### config.mk
export PLATFORM = sky130hd
export DESIGN_NAME = pulse_tx
export DESIGN_NICKNAME = d
export VERILOG_FILES = /design/src/rtl/pulse_tx_pkg.sv /design/src/rtl/pulse_tx.sv
export SDC_FILE = /design/constraint.sdc
export NUM_CORES = 1
export LEC_CHECK = 0
export ABC_AREA = 1
export BUFFER_PORTS_ARGS = -buffer_cell sky130_fd_sc_hd__clkbuf_2
export CORE_MARGIN = 2
export CORE_UTILIZATION = 60
export DETAILED_ROUTE_END_ITERATION = 16
export PLACE_DENSITY = 0.8
export RECOVER_POWER = 50
export SLEW_MARGIN = 40
export SYNTH_ARGS = -nofsm -noshare
export SYNTH_HDL_FRONTEND = slang
export SYNTH_SLANG_ARGS = --single-unit
export TNS_END_PERCENT = 50
### constraint.sdc
create_clock -name clk -period 2.08 [get_ports clk]
set_input_delay 0.104 -clock clk [delete_from_list [all_inputs] [get_ports clk]]
set_output_delay 0.104 -clock clk [all_outputs]
set_load 0.05 [all_outputs]
### src/rtl/pulse_tx_pkg.sv
// Shared definitions for the pulse transmitter and the matching detector side:
// one-hot state encoding, default timing, phase-counter width and the
// period clamp used when latching the effective period.
package pulse_tx_pkg;

    localparam int CNT_W       = 24;
    localparam int PULSE_W_DEF = 8;
    localparam int PERIOD_DEF  = 2_500_000;

    typedef logic [2:0]       state_t;
    typedef logic [CNT_W-1:0] phase_t;

    // One-hot states, kept as plain constants so older code can compare them directly
    localparam logic [2:0] ST_IDLE = 3'b001;
    localparam logic [2:0] ST_HIGH = 3'b010;
    localparam logic [2:0] ST_LOW  = 3'b100;

    // Clamp a signed period candidate into [min_p, 2^CNT_W-1]
    function automatic phase_t clamp_period(input logic signed [CNT_W+1:0] raw,
                                            input phase_t min_p);
        logic signed [CNT_W+1:0] lo;
        logic signed [CNT_W+1:0] hi;
        lo = $signed({2'b00, min_p});
        hi = $signed({2'b00, {CNT_W{1'b1}}});
        if (raw < lo) begin
            clamp_period = min_p;
        end else if (raw > hi) begin
            clamp_period = {CNT_W{1'b1}};
        end else begin
            clamp_period = raw[CNT_W-1:0];
        end
    endfunction

endpackage

### src/rtl/pulse_tx.sv
// Periodic pulse generator with optional burst length.
// start begins a train of PULSE_W-wide pulses whose rising edges are P_eff
// cycles apart; stop ends it without truncating a pulse in progress.
// Optional build macro PERIOD_TRIM_EN adds the signed 8-bit trim port that
// offsets the period, sampled at every pulse start.
module pulse_tx
    import pulse_tx_pkg::*;
#(
    parameter int PULSE_W  = PULSE_W_DEF,
    parameter int PERIOD   = PERIOD_DEF,
    parameter int N_PULSES = 0
) (
    input  logic        clk,
    input  logic        rst_n,
    input  logic        start,
    input  logic        stop,
`ifdef PERIOD_TRIM_EN
    input  logic [7:0]  trim,
`endif
    output logic        en_out,
    output logic        busy,
    output logic [15:0] pulse_cnt,
    output logic        done
);

    localparam phase_t      PULSE_W_V = phase_t'(PULSE_W);
    localparam phase_t      PERIOD_V  = phase_t'(PERIOD);
    localparam phase_t      MIN_P     = phase_t'(PULSE_W + 1);
    localparam logic [15:0] N_V       = 16'(N_PULSES);
    localparam bit          BURST     = (N_PULSES != 0);

    state_t      state_q, state_d;
    phase_t      phase_q, phase_d;
    phase_t      p_eff_q, p_eff_d;
    logic [15:0] cnt_q, cnt_d;
    logic        stop_pend_q, stop_pend_d;
    logic        en_q;
    logic        done_q;

    logic signed [CNT_W+1:0] p_raw;
    phase_t                  p_new;
    logic                    last_pulse;

    // Candidate period for the next pulse, clamped so LOW lasts at least one cycle
    always_comb begin
`ifdef PERIOD_TRIM_EN
        p_raw = $signed({2'b00, PERIOD_V}) + $signed({{(CNT_W-6){trim[7]}}, trim});
`else
        p_raw = $signed({2'b00, PERIOD_V});
`endif
        p_new      = clamp_period(p_raw, MIN_P);
        last_pulse = BURST && (cnt_q == N_V);
    end

    // Next-state logic: IDLE -> HIGH -> LOW -> HIGH ..., with stop/burst exits
    always_comb begin
        state_d     = state_q;
        phase_d     = phase_q + 1'b1;
        p_eff_d     = p_eff_q;
        cnt_d       = cnt_q;
        stop_pend_d = stop_pend_q;
        case (state_q)
            ST_IDLE: begin
                phase_d = '0;
                // stop wins over a simultaneous start
                if (start && !stop) begin
                    state_d     = ST_HIGH;
                    p_eff_d     = p_new;
                    cnt_d       = 16'd1;
                    stop_pend_d = 1'b0;
                end
            end
            ST_HIGH: begin
                // a stop seen mid-pulse is remembered until the pulse ends
                if (stop) begin
                    stop_pend_d = 1'b1;
                end
                if (phase_q == PULSE_W_V - 1'b1) begin
                    if (stop || stop_pend_q || last_pulse) begin
                        state_d     = ST_IDLE;
                        phase_d     = '0;
                        stop_pend_d = 1'b0;
                    end else begin
                        state_d = ST_LOW;
                    end
                end
            end
            ST_LOW: begin
                if (stop) begin
                    state_d = ST_IDLE;
                    phase_d = '0;
                end else if (phase_q == p_eff_q - 1'b1) begin
                    state_d = ST_HIGH;
                    phase_d = '0;
                    p_eff_d = p_new;
                    cnt_d   = cnt_q + 16'd1;
                end
            end
            default: begin
                state_d     = ST_IDLE;
                phase_d     = '0;
                stop_pend_d = 1'b0;
            end
        endcase
    end

    // State registers; outputs are registered from the next state so en_out is glitch-free
    always_ff @(posedge clk or negedge rst_n) begin
        if (!rst_n) begin
            state_q     <= ST_IDLE;
            phase_q     <= '0;
            p_eff_q     <= MIN_P;
            cnt_q       <= '0;
            stop_pend_q <= 1'b0;
            en_q        <= 1'b0;
            done_q      <= 1'b0;
        end else begin
            state_q     <= state_d;
            phase_q     <= phase_d;
            p_eff_q     <= p_eff_d;
            cnt_q       <= cnt_d;
            stop_pend_q <= stop_pend_d;
            en_q        <= (state_d == ST_HIGH);
            done_q      <= (state_q != ST_IDLE) && (state_d == ST_IDLE);
        end
    end

    assign en_out    = en_q;
    assign busy      = (state_q != ST_IDLE);
    assign pulse_cnt = cnt_q;
    assign done      = done_q;

endmodule

==> summary.txt, run 1 <==
Critical path
  • Critical Path RT: 2280 ps
  • Reg2reg start: p_eff_q[3]
  • Crit. End Element: register
  • CP delay by family, top: simple AND/OR/NAND/NOR gates
  • CP Class: reg -> reg
  • Critical Path Start Type: register
  • Critical-path cell list: inv_4 -> ha_4 -> nand2_2 -> o21ai_1 -> nor2_1 -> nand3_1 -> nor2_2 -> nand2_2 -> nand2_4 -> nand2_4 -> inv_8 -> clkbuf_16 -> nor2_1
  • Reg2reg setup slack: -20 ps
  • CP arrival: 2300 ps
  • Count of buffer and inverter cells on the critical path: 3
  • Critical path launch point: p_eff_q[3]
  • CP Depth: 13
  • Crit Path Max Fanout: 5
  • Slowest cell on crit path: dfstp_2
  • CP max stage delay: slightly below 600 ps
  • Worst R2R Path Depth: 13

Floorplanning
  • Ports: 23
  • Die Area: approximately 5600 µm²
  • Core area: about 4800 µm²
  • Die Width: approximately 75 µm
  • Initial Util: a little over three fifths
  • Row count: 25
  • Die Y: 74.9 µm

STA
  • Tmin final: 2100 ps
  • Final worst slack: -18.4 ps
  • Worst hold margin: 102 ps
  • Relative slew slack: 30.3%
  • RSZ-0062 raised after global routing: true
  • Max Slew Vio Count: 0
  • Period utilization: 101%
  • Final Hold Fails: 0
  • Setup TNS Final: -68.2 ps
  • Clock Skews: 11.6 ps
  • Achievable frequency: 477 MHz
  • Least-Margin Pin Slew: between 1000 and 1500 ps
  • Setup violators final: 10

Route
  • Final antenna-violating net count: 0
  • DRT iter0 DRCs: 230
  • Number of remaining DRC errors: 0
  • WL/cell: ~14 µm
  • DRT Pass-1 Iters: 4
  • DR vias: between 2000 and 3000
  • Via density: about 5.4
  • Total wire length: around 7400 µm

Clock network
  • CTS root buf: clkbuf_8
  • CTS tree: done
  • Num CTS Buffers: 5
  • Clock Path Buffers: 2
  • Worst-path clk slew: about 90 ps
  • Clk Latency, worst-skew pair: between 300 and 400 ps
  • Number of clock sinks: 48
  • CTS H-tree depth: 2

GRT
  • First-pass GRT wire length: between 10000 and 15000 µm
  • Initial antenna violation count: 0
  • Total grt overflow: 0
  • Gr usage total: ~27%
  • Pin count of the biggest net entering global routing: 22
  • Number of global-route vias before repair: ~2500

Min path
  • Worst Hold Path Cells: 3
  • Hold wc startpoint: stop
  • Hold Crit Class: in -> reg

Cells and area
  • Layout cells sized above 1: about 15%
  • # diodes: 0
  • Finished Core Util: 72.2%
  • Area Growth Syn to Fin: 14.5%
  • Nets: between 400 and 500
  • Non-Filler Instances: between 500 and 600

Synth
  • Syn Area/Cell: 7.13 µm²
  • Synth Register Bits: 48
  • Yosys top cell area share: a little under two fifths
  • Top post-synthesis cells by count: nand2_1 (109), nor2_1 (86), dfrtp_1 (46)
  • Post-synth EDFFs: 0
  • Synth cell types: 30
  • Yosys top cell by area: dfrtp_1
  • Synth top area cells: dfrtp_1 (38%), nand2_1 (14%), nor2_1 (11%)
  • Ys flop type: dfrtp_1
  • Post-synth ARST share: 100%
  • Register area share after synthesis: between 30% and 40%
  • Cell area after synthesis: 3020 µm²
  • Cell count after synthesis: 423
  • Count leader, synth: nand2_1
  • Syn Nets: approximately 430
  • Synth Warn #: 0

Placement
  • Gp weighted congestion: approximately 0.95
  • DPL Wire Length: about 5300 µm
  • Post-Place Cells: 511
  • IO buf count: 22

Run status
  • Status: complete, but fails checks
  • Failing checks: setup timing

Power
  • Power, Total: between 2000 and 3000 µW
  • Lkg Pwr: between 0.0015 and 0.002 µW
  • Power Dens Cells: 726 nW/µm²
  • Worst vdd ir: 0.506 mV

Flow run
  • Max-Cap Viols: 0
==> layout make-up <==
type	instances	area, µm²
multi-input combinational	323	1630
fill	428	1330
timing repair buffer	34	251
tap	67	83.8
clock inverter	2	35.0
clock buffer	6	72.6
sequential	48	1200
inverter	45	179
==> path summary, 6_finish.rpt <==
check / endpoint
max: phase_q[13]
max in group asynchronous: p_eff_q[3]
min: stop_pend_q
min reg2reg: phase_q[0]
min in group asynchronous: phase_q[16]
max reg2reg: phase_q[13]
==> layout by cell type (no fill, tap or decap), types with 2 or more instances in the layout <==
cell       count
nor3_1        20
a21oi_1        3
nand2_1      105
nor3b_1        2
xor2_1        23
clkbuf_2      23
o21ai_2        2
clkbuf_16      2
nand2_4        3
clkbuf_8       5
xnor2_1        4
clkbuf_1       2
nand2_2        3
nand4_1        8
nand3_1       40
buf_4          4
o21ai_0        7
dfstp_2        2
nand3_2        3
o21ai_1        2
nor2_1        85
inv_1         35
dfrtp_1       46
nor2_2         2
inv_2          8
buf_6          2
ha_1           2
o211ai_1       2
==> repair_timing <==
item / in CTS / in global routing
resized for setup: 3 / 14
endpoints found under the hold margin: 18 / 0
endpoints found under the setup margin: 26 / 40
pin swaps: 1 / 3
buffers inserted: 0 / 2
hold buffers: 1 / 0
cloned: 0 / 3
==> metrics by stage <==
| step | worst slack [ps] | area (µm²) |
|---|---|---|
| after floorplan | 137 | 3020 |
| after global placement | 63.1 | 3210 |
| after detailed placement | -23.4 | 3210 |
| after CTS | 57.9 | 3340 |
| after global routing | -143 | 3450 |
| final | -18.4 | 3450 |
==> state kept, by name (all words and copies together) (netlist names) <==
signal       count
stop_pend_q      1
p_eff_q          2
state_q          3
pulse_cnt       16
phase_q         24
en_out           1
done             1
==> report_power, final <==
part           leakage, µW  internal [µW]  switching (µW)
combinational     0.000828            235             554
clock            0.0000552            357             310
sequential        0.000652            995            55.8
==> worst min-delay path, stage by stage <==
cell      delay (ps)
clkbuf_2         110
nand2_1           70
a22oi_1           70
==> cells by family (layout without fill, tap and decap cells) <==
| family | count (synthesis) | count (layout) | synth area share (%) |
|---|---|---|---|
| adders and majority gates | 4 | 4 | 1.66 |
| DFF | 48 | 48 | 39.9 |
| xor gates and xnor gates | 27 | 27 | 7.84 |
| buffers and inverters | 52 | 87 | 7.63 |
| and+or+nand+nor | 275 | 275 | 39.6 |
| AOI/OAI and AO/OA | 17 | 17 | 3.32 |
==> metal layers <==
| metal | wire, µm | GRT usage [%] | up-vias |
|---|---|---|---|
| li1 | - | - | 1406 |
| met1 | 3520 | 41.2 | 1307 |
| met2 | 3280 | 39.6 | 110 |
| met3 | 523 | 7.10 | 9 |
| met4 | 65 | 4.96 | 0 |
| met5 | 0 | 0 | - |
(Power assumes the default switching activity.)
==> inputs of run 2 (changes only) <==
--- a/config.mk
+++ b/config.mk
@@ -5,12 +5,12 @@
 export SDC_FILE = /design/constraint.sdc
 export NUM_CORES = 1
 export LEC_CHECK = 0
-export ABC_AREA = 1
+export ABC_AREA = 0
 export BUFFER_PORTS_ARGS = -buffer_cell sky130_fd_sc_hd__clkbuf_2
 export CORE_MARGIN = 2
-export CORE_UTILIZATION = 60
+export CORE_UTILIZATION = 59
 export DETAILED_ROUTE_END_ITERATION = 16
-export PLACE_DENSITY = 0.8
+export PLACE_DENSITY = 0.79
 export RECOVER_POWER = 50
 export SLEW_MARGIN = 40
 export SYNTH_ARGS = -nofsm -noshare
==> run 2 against run 1 <==
  * The run still ends with setup timing left
  * Flip-flop and latch count did not move
  * Routed wire length fell by 1.6%
  * Largest power group unchanged
  * Global-route usage rose by 2.8 points
  * Critical endpoint is now pulse_cnt[2]
  * Combinational power fell by 80%
==> summary.txt, run 2 <==
Run status
  • Status: complete, but fails checks
  • Failing checks: setup timing

Route
  • DRT Pass-1 Iters: 5
  • Number of remaining DRC errors: 0
  • Total wire length: just over 7000 µm
  • Via density: a little over 6
  • Final antenna-violating net count: 0
  • DRT iter0 DRCs: ~230
  • WL/cell: 17.3 µm
  • DR vias: about 2600

Critical path
  • Crit. End Element: register
  • Crit Path Max Fanout: 5
  • Reg2reg setup slack: -270 ps
  • Critical Path Start Type: register
  • CP arrival: between 2000 and 3000 ps
  • Critical path launch point: phase_q[20]
  • Reg2reg start: phase_q[20]
  • Worst R2R Path Depth: 5
  • CP Class: reg -> reg
  • FF-to-FF End: pulse_cnt[2]
  • Critical Path RT: ~2300 ps

Cells and area
  • # diodes: 0
  • Multi-input gate area: 1680 µm²
  • Nets: around 380
  • Max FFs per register: 24
  • Commonest non-fill, non-tap cell in the layout: dfrtp_1
  • Most frequent cells in the layout: dfrtp_1 (46), buf_4 (45), nand2_1 (27)
  • Layout cells sized above 1: about a third
  • Largest reg by FF count: phase_q
  • Area Growth Syn to Fin: 37.6%
  • # fillers: roughly 240
  • Reg area: 1200 µm²

STA
  • Achievable frequency: between 400 and 500 MHz
  • Worst hold margin: between 150 and 200 ps
  • Final worst slack: -272 ps
  • Clock Skews: between 15 and 20 ps
  • Tmin final: 2350 ps
  • Final Hold Fails: 0
  • Relative slew slack: 13.8%
  • Max Slew Vio Count: 0
  • Period utilization: 113%
  • Least-Margin Pin Slew: between 1000 and 1500 ps
  • RSZ-0062 raised after global routing: true
  • Setup violators final: between 40 and 50

Power
  • Sequential power share: 51.6%
  • Worst vdd ir: 0.510 mV
  • Combinational power share: between 8 and 9%
  • Power Dens Cells: about 500 nW/µm²
  • Net Switching: ~430 µW
  • Lkg Pwr: between 0.0015 and 0.002 µW
  • Int Power: ~1400 µW
  • Clock power share: 39.8%
  • Sw Ratio: a little under a quarter

Placement
  • IO buf count: 22
  • DPL Wire Length: about 4500 µm
  • DP Worst Slack: -309 ps
  • Gp weighted congestion: about 0.93

Synth
  • Syn Area/Cell: 9.26 µm²
  • Synth cell types: 44
  • Synth Register Bits: 48
  • Syn Nets: 297
  • Cell count after synthesis: 289
  • Post-Synth Simple-Gate Area: about 28%
  • Ys flop type: dfrtp_1
  • Post-synthesis xor/xnor area fraction: approximately 8.2%
  • Largest family of logic cells by synthesized area: simple AND/OR/NAND/NOR gates
  • Yosys top cell area share: a little over two fifths
  • Mux cell area share after synthesis: between 3 and 4%
  • Register area share after synthesis: between 40 and 50%
  • Top post-synthesis cells by count: dfrtp_1 (46), a21oi_1 (31), nand2_1 (27)
  • Synth Area in Adders: ~1.9%
  • Compound-Gate Fraction of Synth Area: between 10% and 20%
  • Post-synth EDFFs: 0
  • Post-synth ARST share: 100%
  • Cell area after synthesis: between 2000 and 3000 µm²
  • Synth Warn #: 0
  • Yosys top cell by area: dfrtp_1
  • Count leader, synth: dfrtp_1
  • Synth top area cells: dfrtp_1 (43%), a21oi_1 (5.8%), xor2_1 (5.6%)

Flow run
  • Max-Cap Viols: 0

Floorplanning
  • Row count: 24
  • Initial Util: approximately three fifths
  • Die Y: 71.4 µm
  • Die Area: around 5100 µm²
  • Ports: 23
  • Core area: ~4400 µm²
  • Die Width: 71.4 µm

Min path
  • Worst Hold Path Cells: 3
  • Hold wc startpoint: stop
  • Hold Crit Class: in -> reg
  • Hold endpoint: state_q[0]

GRT
  • Pin count of the biggest net entering global routing: 26
  • Number of global-route vias before repair: 2601
  • Gr usage total: between 30% and 40%
  • First-pass GRT wire length: 12000 µm
  • Total grt overflow: 0
  • Initial antenna violation count: 0

Clock network
  • Worst-path clk slew: 100 ps
  • CTS root buf: clkbuf_8
  • Number of clock sinks: 48
  • Num CTS Buffers: 5
  • CTS tree: done
  • Clk Latency, worst-skew pair: ~300 ps
  • Clock Path Buffers: 2
  • CTS H-tree depth: 2
-- run 2: metal layers --
| metal | vias to the layer above | track usage [%] | share of wire (%) |
|---|---|---|---|
| li1 | 1214 | - | - |
| met1 | 1260 | 38.9 | 42 |
| met2 | 103 | 51.2 | 50 |
| met3 | 29 | 4.50 | 4.9 |
| met4 | 0 | 10.9 | 3.0 |
| met5 | - | 0 | 0 |
-- run 2: power groups by stage --
stage          logic, µW  registers (µW)  clock network (µW)
3_5_place_dp         161             974                   0
4_1_cts              164             955                 749
6_report             159             955                 736
2_1_floorplan       67.2             999                   0
5_1_grt              173             957                 774
3_3_place_gp         158             973                   0
-- run 2: what timing repair did --
item / CTS / global route
hold endpoints to repair: 22 / 0
buffers inserted: 8 / 1
hold buffers: 1 / 0
endpoints found under the setup margin: 45 / 45
gates cloned: 2 / 0
pin swaps: 7 / 2
resized for setup: 19 / 11
-- run 2: final cells by class --
type	instances	share of cell area (%)
multi-input combinational	230	45.7
inverter	4	0.408
timing repair buffer	78	16.0
clock buffer	7	2.62
clock inverter	1	0.815
tap	52	1.77
sequential	48	32.7
-- run 2: worst max-delay path, cell delays in order (launching register included) --
cell and delay (ps):
dfrtp_1 400, or4_4 550, or3_4 390, a211o_4 370, or4_1 420, a21oi_1 160
-- run 2: worst max-delay path by stage --
stage	to	slack (ps)
floorplan	pulse_cnt[5]	-200
global route	pulse_cnt[5]	-310
CTS	pulse_cnt[11]	-180
detailed placement	pulse_cnt[5]	-310
global placement	pulse_cnt[6]	-270
finish	pulse_cnt[2]	-270
-- run 2: metrics by stage --
stage	total power, µW	instance area [µm²]	TNS (ps)	util (%)	instances
final	1850	3680	-8510	84.6	420
after global routing	1900	3680	-10540	84.6	420
after CTS	1870	3630	-5470	83.5	419
after detailed placement	1140	3330	-9530	76.4	400
after global placement	1130	3330	-8170	76.4	400
after floorplan	1070	2810	-5710	-	289
-- run 2: kinds of logic (layout without fill, tap and decap cells) --
family                   Yosys count  after routing
AO/OA/AOI/OAI                     54             56
XOR/XNOR                          25             25
adder cells (fa/ha/maj)            4              4
buffers and inverters             13             90
flip-flops                        48             48
multiplexers                       9              9
AND/OR/NAND/NOR                  136            136
